File: src/rtl/img_row_streamer_pkg.sv
// Shared constants, FSM state encoding and pixel type for the image row streamer.
package img_pkg;
  localparam int ADDR_W      = 9;
  localparam int ROW_W       = 640;
  localparam int PIX_W       = 8;
  localparam int PIX_PER_ROW = ROW_W / PIX_W;
  localparam int IDX_W       = 7;

  typedef enum logic [1:0] {IDLE, FILL, STREAM, DONE} state_t;
  typedef logic [PIX_W-1:0] pix_t;
endpackage

File: src/rtl/img_row_streamer_if.sv
// Pixel stream from the row streamer to the coprocessor pipeline.
interface img_row_streamer_if;
  import img_pkg::*;

  // A pixel moves on every clock where pix_valid and pix_ready are both high.
  // Once pix_valid rises, it and pix_data/pix_eol/pix_eof hold until that transfer.
  pix_t pix_data;
  logic pix_valid;
  logic pix_ready;
  logic pix_eol;
  logic pix_eof;

  modport master (output pix_data, pix_valid, pix_eol, pix_eof, input pix_ready);
  modport slave  (input pix_data, pix_valid, pix_eol, pix_eof, output pix_ready);
endinterface

File: src/rtl/img_row_serializer.sv
// Shift register plus one-row prefetch buffer; emits a row LSB byte first.
module img_row_serializer
  import img_pkg::*;
(
  input  logic             clk,
  input  logic             rst_n,
  input  logic [ROW_W-1:0] row_in,
  input  logic             row_we,
  input  logic             accept,
  output pix_t             pix,
  output logic             valid,
  output logic             eol,
  output logic             pf_valid
);
  logic [ROW_W-1:0] shreg;
  logic [ROW_W-1:0] pf_row;
  logic [IDX_W-1:0] idx;
  logic             xfer;
  logic             last;

  assign xfer = valid & accept;
  assign last = xfer & (idx == IDX_W'(PIX_PER_ROW - 1));
  assign pix  = shreg[PIX_W-1:0];
  assign eol  = valid & (idx == IDX_W'(PIX_PER_ROW - 1));

  always_ff @(posedge clk or negedge rst_n) begin
    if (!rst_n) begin
      shreg    <= '0;
      pf_row   <= '0;
      idx      <= '0;
      valid    <= 1'b0;
      pf_valid <= 1'b0;
    end else begin
      if (last) begin
        idx <= '0;
        if (pf_valid) begin
          shreg    <= pf_row;
          pf_valid <= 1'b0;
        end else if (row_we) begin
          shreg <= row_in;
        end else begin
          valid <= 1'b0;
        end
      end else if (xfer) begin
        shreg <= shreg >> PIX_W;
        idx   <= idx + 1'b1;
      end
      // Arriving row not already consumed by the row change above
      if (row_we && !(last && !pf_valid)) begin
        if (!valid) begin
          shreg <= row_in;
          valid <= 1'b1;
          idx   <= '0;
        end else begin
          pf_row   <= row_in;
          pf_valid <= 1'b1;
        end
      end
    end
  end
endmodule

File: src/rtl/img_row_streamer.sv
// Fetches num_rows buffer rows from base_row and streams them as 8-bit pixels.
module img_row_streamer
  import img_pkg::*;
(
  input  logic              clk,
  input  logic              rst_n,
  input  logic              start,
  input  logic [ADDR_W-1:0] base_row,
  input  logic [ADDR_W:0]   num_rows,
  output logic              busy,
  output logic              done,
  output logic [ADDR_W-1:0] raddr,
  input  logic [ROW_W-1:0]  rdata,
  img_row_streamer_if.master stream,
  output state_t            fsm_state
);
  state_t            state;
  state_t            state_nx;
  logic              rd_pend;
  logic [ADDR_W:0]   issue_left;
  logic [ADDR_W:0]   rows_left;
  logic              ser_valid;
  logic              ser_eol;
  logic              pf_valid;
  logic              xfer;
  logic              issue;
  logic              job_go;
  logic              final_row;

  img_row_serializer u_ser (
    .clk      (clk),
    .rst_n    (rst_n),
    .row_in   (rdata),
    .row_we   (rd_pend),
    .accept   (stream.pix_ready),
    .pix      (stream.pix_data),
    .valid    (ser_valid),
    .eol      (ser_eol),
    .pf_valid (pf_valid)
  );

  assign final_row        = (rows_left == (ADDR_W+1)'(1));
  assign stream.pix_valid = ser_valid;
  assign stream.pix_eol   = ser_eol;
  assign stream.pix_eof   = ser_eol & final_row;
  assign xfer             = ser_valid & stream.pix_ready;
  assign job_go           = (state == IDLE) & start & (num_rows != '0);
  // One read in flight and one row parked at most: issue only when both slots are free
  assign issue            = (state == STREAM) & (issue_left != '0) & ~rd_pend & ~pf_valid;
  assign fsm_state        = state;

  always_comb begin
    state_nx = state;
    busy     = 1'b0;
    done     = 1'b0;
    case (state)
      IDLE:   if (start) state_nx = (num_rows == '0) ? DONE : FILL;
      FILL: begin
        busy = 1'b1;
        if (rd_pend) state_nx = STREAM;
      end
      STREAM: begin
        busy = 1'b1;
        if (xfer && ser_eol && final_row) state_nx = DONE;
      end
      DONE: begin
        done     = 1'b1;
        state_nx = IDLE;
      end
      default: state_nx = IDLE;
    endcase
  end

  always_ff @(posedge clk or negedge rst_n) begin
    if (!rst_n) begin
      state      <= IDLE;
      raddr      <= '0;
      rd_pend    <= 1'b0;
      issue_left <= '0;
      rows_left  <= '0;
    end else begin
      state <= state_nx;
      if (job_go) begin
        raddr      <= base_row;
        rd_pend    <= 1'b1;
        issue_left <= num_rows - 1'b1;
      end else if (issue) begin
        raddr      <= raddr + 1'b1;
        rd_pend    <= 1'b1;
        issue_left <= issue_left - 1'b1;
      end else begin
        rd_pend <= 1'b0;
      end
      if (job_go) rows_left <= num_rows;
      else if (xfer && ser_eol) rows_left <= rows_left - 1'b1;
    end
  end
endmodule

File: src/flat_wrapper.sv
// flat-port wrapper written by rule: the top's interface ports become plain ports
module img_row_streamer_flat import img_pkg::*;
  (clk, rst_n, start, base_row, num_rows, busy, done, raddr, rdata, fsm_state, stream_pix_data, stream_pix_valid, stream_pix_eol, stream_pix_eof, stream_pix_ready);
  img_row_streamer_if stream_i ();
  input  logic clk;
  input  logic rst_n;
  input  logic start;
  input  logic [ADDR_W-1:0] base_row;
  input  logic [ADDR_W:0] num_rows;
  output logic busy;
  output logic done;
  output logic [ADDR_W-1:0] raddr;
  input  logic [ROW_W-1:0] rdata;
  output state_t fsm_state;
  output wire logic [$bits(stream_i.pix_data)-1:0] stream_pix_data;
  output wire logic [$bits(stream_i.pix_valid)-1:0] stream_pix_valid;
  output wire logic [$bits(stream_i.pix_eol)-1:0] stream_pix_eol;
  output wire logic [$bits(stream_i.pix_eof)-1:0] stream_pix_eof;
  input wire logic [$bits(stream_i.pix_ready)-1:0] stream_pix_ready;
  assign stream_pix_data = stream_i.pix_data;
  assign stream_pix_valid = stream_i.pix_valid;
  assign stream_pix_eol = stream_i.pix_eol;
  assign stream_pix_eof = stream_i.pix_eof;
  assign stream_i.pix_ready = stream_pix_ready;
  img_row_streamer u_core (.clk(clk), .rst_n(rst_n), .start(start), .base_row(base_row), .num_rows(num_rows), .busy(busy), .done(done), .raddr(raddr), .rdata(rdata), .stream(stream_i), .fsm_state(fsm_state));
endmodule
File: config.mk
export PLATFORM = sky130hd
export DESIGN_NAME = img_row_streamer_flat
export DESIGN_NICKNAME = d
export VERILOG_FILES = /design/src/rtl/img_row_streamer_pkg.sv /design/src/rtl/img_row_streamer_if.sv /design/src/rtl/img_row_serializer.sv /design/src/rtl/img_row_streamer.sv /design/src/flat_wrapper.sv
export SDC_FILE = /design/constraint.sdc
export NUM_CORES = 2
export LEC_CHECK = 0
export CELL_PAD_IN_SITES_DETAIL_PLACEMENT = 0
export CELL_PAD_IN_SITES_GLOBAL_PLACEMENT = 1
export CORE_ASPECT_RATIO = 1.1
export CORE_UTILIZATION = 43
export CTS_CLUSTER_SIZE = 28
export DETAILED_ROUTE_END_ITERATION = 8
export GPL_ROUTABILITY_DRIVEN = 0
export MAX_ROUTING_LAYER = met4
export PLACE_DENSITY_LB_ADDON = 0.1
export SYNTH_ARGS = -nofsm -noshare
export SYNTH_HDL_FRONTEND = slang
export SYNTH_HIERARCHICAL = 1
export SYNTH_SLANG_ARGS = --single-unit
File: constraint.sdc
create_clock -name clk -period 2.7 [get_ports clk]
set_input_delay 0.405 -clock clk [delete_from_list [all_inputs] [get_ports clk]]
set_output_delay 0.405 -clock clk [all_outputs]
set_load 0.01 [all_outputs]
Word-level counts from Yosys, hierarchy flattened. Index checks and enable logic that the tools add are counted.

Bitwise gates (word level): 11. Multiplexer cells: 33. Reduce and logical (&&, ||, !) cells: 15. Add/subtract/negate cells: 5. Eq/ne operators: 8.

Operators by type and width (number): 640-bit 2-to-1 mux (6); 10-bit 2-to-1 mux (4); 10-bit by 1-bit subtractor with 10-bit output, second input constant (3); 7-bit 2-to-1 mux (4); 10-bit nonzero test (2); 9-bit 2-to-1 mux (2); 1-bit 2-to-1 mux (12); 10-bit by 1-bit equality test with 1-bit output, second input constant (1); 10-bit logical NOT (1); 9-bit by 1-bit adder with 9-bit output, second input constant (1); 1-bit AND (9); 2-bit 2-to-1 mux (4); 2-bit case mux with 4 select lines (1); 7-bit by 1-bit adder with 7-bit output, second input constant (1); 7-bit equality test, second input constant (1); 2-bit equality test, second input constant (2); 1-bit logical AND (4); 2-bit inequality test, second input constant (2); 2-bit nonzero test (2); 3-bit AND reduction (1); 2-bit by 1-bit equality test with 1-bit output, second input constant (1); 1-bit logical NOT (2); 2-bit logical NOT (1); 2-bit by 1-bit inequality test with 1-bit output, second input constant (1); 3 further kinds (4).

Output and inout port bits: 24. Input bits: 663. Bits in registers: 1321.

Logic depth before layout (Yosys ltp).
Word-level depth: 6. Depth in mapped cells: 12.

Modules after synthesis. Netlist, hierarchy kept.

Modules (own cells, without submodules): img_row_serializer (instances 1, cells each 6448, area each 73928.4 um^2); img_row_streamer (instances 1, cells each 247, area each 2180.8 um^2).

Worst setup path before layout. No wires, ideal clock.

Path type: reg2reg. Start: register u_core.state[0] (netlist: u_core/fsm_state[0]). End: register u_core.issue_left[8]. Cell stages (with the launch flop): 13. Period minus slack after synthesis: 2778 ps. Data arrival time: 2636 ps. Slack: -78 ps. Path buffers: 2. Data required time: 2558 ps. Path through: dfrtp_1 > inv_1 > ha_1 > and2_1 > o41ai_4 > buf_4 > buf_4 > a21boi_1 > ha_1 > nand4b_1 > a2111oi_0 > xnor2_1 > o211ai_1.

Longest elaborated chain between the ends: 5. Elaborated cells on any way between the ends: 9. Classes of those cells: eq/ne: 1; mux: 1; bitwise: 5; reduce/logical: 2.

RTL lines: start: declaration (line img_row_streamer.sv:17) `state_t state;`; start signal: assignment (line img_row_streamer.sv:82) `state <= state_nx;`; 2-bit equality test (line img_row_streamer.sv:49) `assign issue = (state == STREAM) & (issue_left != '0) & ~rd_pend & ~pf_valid;`; 1-bit AND (3 in a row) (line img_row_streamer.sv:49); 2-bit nonzero test (no source line); end signal: assignment (line img_row_streamer.sv:86) `issue_left <= num_rows - 1'b1;`; end signal: assignment (line img_row_streamer.sv:90) `issue_left <= issue_left - 1'b1;`; end: declaration (line img_row_streamer.sv:20) `logic [ADDR_W:0] issue_left;`.

Parallel ways exist; a longest one is shown, timed or not. A chain may end at the register's enable or synchronous reset.

Final worst setup path.
Start: register u_core.u_ser.valid. End: output port stream_pix_valid.

RTL lines: start: declaration (line img_row_serializer.sv:11) `output logic valid,`; start signal: assignment (line img_row_serializer.sv:31) `valid <= 1'b0;`; start signal: assignment (line img_row_serializer.sv:42) `valid <= 1'b0;`; start signal: assignment (line img_row_serializer.sv:52) `valid <= 1'b1;`; end: declaration (line flat_wrapper.sv:16) `output wire logic [$bits(stream_i.pix_valid)-1:0] stream_pix_valid;`.

No word-level cell between the ends.

==> impl_metrics.py <==
metrics = {
    "clock_tree": {
        "insertion_delay_ns": 0.80,
        "clock_tree.root_cell": "sky130_fd_sc_hd__clkbuf_16",
        "number_of_buffers_between_clock_root_and_the_deepest_sink": 3,
        "clkSlewWorstSetupHoldPaths_ns": 0.06,
        "cts-htree-levels": 4,
        "clk_sink_count": 1321,
        "cts_made_buffers": 158,
        "tritoncts_clock_tree": "done",
    },
    "die": {
        "io-pin-count": 687,
        "placement_rows": 161,
        "start_util_pct": 43.4,
        "die_height_um": 443,
        "core_region_area_sq_um": 175000,
        "floorplan.die.width_um": 403,
        "die_area_sq_um": 179000,
    },
    "grt": {
        "grt_antenna_before_repair": 119,
        "gr-total-overflow": 0,
        "global_route.usage.total_pct": 28.0,
        "grt_pass1_vias": 59692,
        "maximum_number_of_pins_on_one_net_before_global_route_repair": 141,
        "grt_pass1_wl_mm": 381,
    },
    "drt": {
        "remaining_drc_errors": 0,
        "first_pass_iters": 5,
        "wl_mm": 247,
        "drt_iter0_markers": 3767,
        "detail_route.vias_per_cell": 5.96,
        "detail-route-antenna-nets": 0,
        "vias": 57925,
        "wl_per_instance_um": 25.4,
    },
    "sta": {
        "timing_hold_violations_final": 0,
        "final_period_minus_worst_setup_slack_ns": 2.62,
        "fmaxAchievable_mhz": 382,
        "rsz0062_at_grt": "false",
        "final.setup_skew_ns": 0.0294,
        "relative_max_transition_margin_pct": 31.9,
        "final_period_util_pct": 96.9,
        "number_of_pins_exceeding_their_max_slew_limit_in_the_final_report": 0,
        "fin_hold_ws_ns": 0.140,
        "final-setup-viol-count": 0,
        "worst_pin_slew_ns": 1.02,
    },
    "place": {
        "port_buffers": 686,
        "placed_cells": 9342,
        "hpwlAfterDp_mm": 158,
    },
    "logic_synthesis": {
        "yosys_register_bits": 1321,
        "synth_nets": 7368,
        "syn_area_per_cell_sq_um": 11.4,
        "syn_inst": 6695,
        "syn-cell-area_sq_um": 76100,
        "count_of_different_cell_masters_after_synthesis": 67,
        "main_synth_ff_type": "sky130_fd_sc_hd__dfrtp_1",
        "synth_largest_type_area_fraction_pct": 43.4,
        "synth_warnings": 6,
        "synth.top_cells.by_area": "sky130_fd_sc_hd__dfrtp_1 (43%), sky130_fd_sc_hd__o211ai_1 (12%), sky130_fd_sc_hd__mux2_2 (10%)",
        "async_flop_share_pct": 100,
        "post-synth-top-area-cell": "sky130_fd_sc_hd__dfrtp_1",
        "number_of_synthesized_flops_with_an_enable_pin": 0,
        "yosysSeqAreaShare_pct": 43.4,
    },
    "worst_setup_path": {
        "critical_path_class": "register to output port",
        "crit_chain": "buf_6 > clkdlybuf4s50_1",
        "timing.critical_path.slowest_cell_delay_ns": 0.60,
        "arrival_ns": 2.21,
        "path_max_fanout": 16,
        "cp-end-kind": "output port",
        "crit_required_ns": 2.30,
        "critPathSlowestCell": "sky130_fd_sc_hd__dfrtp_4",
        "crit_path_start_kind": "register",
    },
    "layout": {
        "layout.area.seq_sq_um": 33100,
        "fillCellCount": 15464,
        "number_of_nets_in_the_layout": 7819,
        "syn_to_final_growth_pct": 20.7,
        "layout.cells.non_filler": 9723,
        "area_occupied_by_multi_input_gates_sq_um": 37600,
        "layout-drive-gt1-share_pct": 16.7,
    },
    "power": {
        "p_leak_nw": 36.1,
        "power.density_nw_per_um2": 474,
        "vdd.ir_drop.worst_mv": 0.653,
    },
    "job": {
        "cap_viol_max_count": 0,
    },
    "run_status": {
        "outcome": "complete, no violations",
    },
    "hold_path": {
        "hold_path_class": "primary input to async pin",
    },
}
## routing by layer
metal	GRT usage [%]	vias to the layer above	share of wire [%]
met2	42.6	1316	47
met5	-	-	0
met1	36.9	29966	45
met4	9.28	0	2.4
met3	6.05	323	5.6
li1	-	26320	-
## through the flow
| stage | cell area, sq um | utilization [%] | setup slack (ns) | TNS [ns] | power [mW] |
|---|---|---|---|---|---|
| after detailed placement | 86300 | 49.2 | -0.421 | -1.56 | 22.0 |
| after CTS | 91600 | 52.2 | -0.0442 | -0.0442 | 44.1 |
| after global placement | 86300 | 49.2 | -0.440 | -1.58 | 22.0 |
| final | 91900 | 52.4 | 0.0842 | 0 | 43.5 |
| after global routing | 91900 | 52.4 | 0.0137 | 0 | 45.0 |
| after floorplan | 76100 | - | 0.000863 | 0 | 20.2 |
## timing repair
| action | in CTS | in global routing |
|---|---|---|
| setup buffers | 3 | 3 |
| hold endpoints to repair | 424 | 0 |
| hold buffers | 1 | 0 |
| pin swaps | 2 | 1 |
| gates resized for setup | 14 | 5 |
| setup endpoints to repair | 3 | 2 |
## synth_stat cells (all sizes together) (2+ instances only)
library cell / number
o31ai: 2
nand3: 10
a21o: 3
a211o: 3
xnor2: 8
a21oi: 18
nand2: 31
or2: 2
a22oi: 8
a2bb2oi: 632
nand2b: 2
buf: 193
nand4: 10
dfrtp: 1321
o32ai: 2
a221oi: 2
o21ai: 28
mux2: 1282
a31oi: 4
o41ai: 2
o211ai: 1268
and3: 5
and4: 2
o22ai: 4
and2: 6
xor2: 11
clkbuf: 465
nor4: 4
a21boi: 2
a2111oi: 3
nor2: 21
nor3: 7
or3: 4
ha: 10
nor2b: 4
inv: 645
or4: 6
mux2i: 646
## cell families (layout without fill, tap and decap cells)
family	Yosys count	after routing	synth area share, %
AOI/OAI and AO/OA	1992	1992	20.6
xor gates and xnor gates	19	19	0.219
adders and majority gates	11	11	0.178
buffers and inverters	1303	1876	7.25
DFF	1321	1321	43.4
muxes	1928	1928	27.5
other	0	92	0
and+or+nand+nor	121	121	0.852
## flip-flops by register name, indices dropped and copies added (netlist names)
name                   count
u_core/rows_left          10
u_core/u_ser/shreg       640
u_core/u_ser/pf_row      640
u_core/raddr               9
u_core/fsm_state           2
u_core/u_ser/valid         1
u_core/u_ser/pf_valid      1
u_core/rd_pend             1
u_core/u_ser/idx           7
u_core/issue_left         10
## power breakdown
group	internal, mW	total (mW)	switching (mW)
Clock	13.0	21.9	8.90
Combinational	0.978	1.84	0.862
Sequential	19.8	19.8	0
Total	33.7	43.5	9.76
## layout by cell type, fill, tap and decap left out, types with 6 or more instances in the layout
master / count
sky130_fd_sc_hd__clkbuf_8: 39
sky130_fd_sc_hd__a21oi_1: 18
sky130_fd_sc_hd__nand3_1: 9
sky130_fd_sc_hd__dfrtp_1: 1316
sky130_fd_sc_hd__a22oi_1: 8
sky130_fd_sc_hd__a2bb2oi_1: 632
sky130_fd_sc_hd__diode_2: 92
sky130_fd_sc_hd__clkbuf_1: 40
sky130_fd_sc_hd__o211ai_1: 1267
sky130_fd_sc_hd__clkdlybuf4s50_1: 683
sky130_fd_sc_hd__nand2_1: 30
sky130_fd_sc_hd__ha_1: 9
sky130_fd_sc_hd__o21ai_0: 25
sky130_fd_sc_hd__xnor2_1: 8
sky130_fd_sc_hd__buf_12: 116
sky130_fd_sc_hd__clkinv_2: 24
sky130_fd_sc_hd__mux2_2: 682
sky130_fd_sc_hd__nor2_1: 21
sky130_fd_sc_hd__inv_1: 645
sky130_fd_sc_hd__nand4_1: 10
sky130_fd_sc_hd__buf_4: 145
sky130_fd_sc_hd__clkbuf_16: 163
sky130_fd_sc_hd__bufinv_16: 9
sky130_fd_sc_hd__xor2_1: 11
sky130_fd_sc_hd__mux2_1: 600
sky130_fd_sc_hd__nor3_1: 6
sky130_fd_sc_hd__mux2i_1: 646
## worst paths after layout
kind	endpoint	startpoint	slack (ns)	cells past startpoint
max in group asynchronous	u_core/u_ser/shreg[531]	rst_n	1.43	4
max reg2reg	u_core/issue_left[8]	u_core/fsm_state[0]	0.18	11
min	u_core/u_ser/pf_row[82]	rst_n	0.14	2
max	stream_pix_valid	u_core/u_ser/valid	0.08	2
min in group clk	u_core/raddr[2]	base_row[2]	0.18	3
min reg2reg	u_core/u_ser/pf_row[438]	u_core/u_ser/pf_row[438]	0.48	1
## final cells by class
| cell class | instances | area share [%] |
|---|---|---|
| antenna | 92 | 0.251 |
| clock buffer | 242 | 5.19 |
| clock inverter | 40 | 0.508 |
| inverter | 645 | 2.64 |
| multi-input combinational | 4071 | 41.0 |
| sequential | 1321 | 36.0 |
| tap | 2363 | 3.22 |
| timing repair buffer | 949 | 11.2 |
## worst max-delay path, delay by kind of cell, from the launching register on
kind                   cells  cell delay [ns]
DFF                        1             0.60
buffers and inverters      2             0.81
Power figures use the tool's default switching activity.
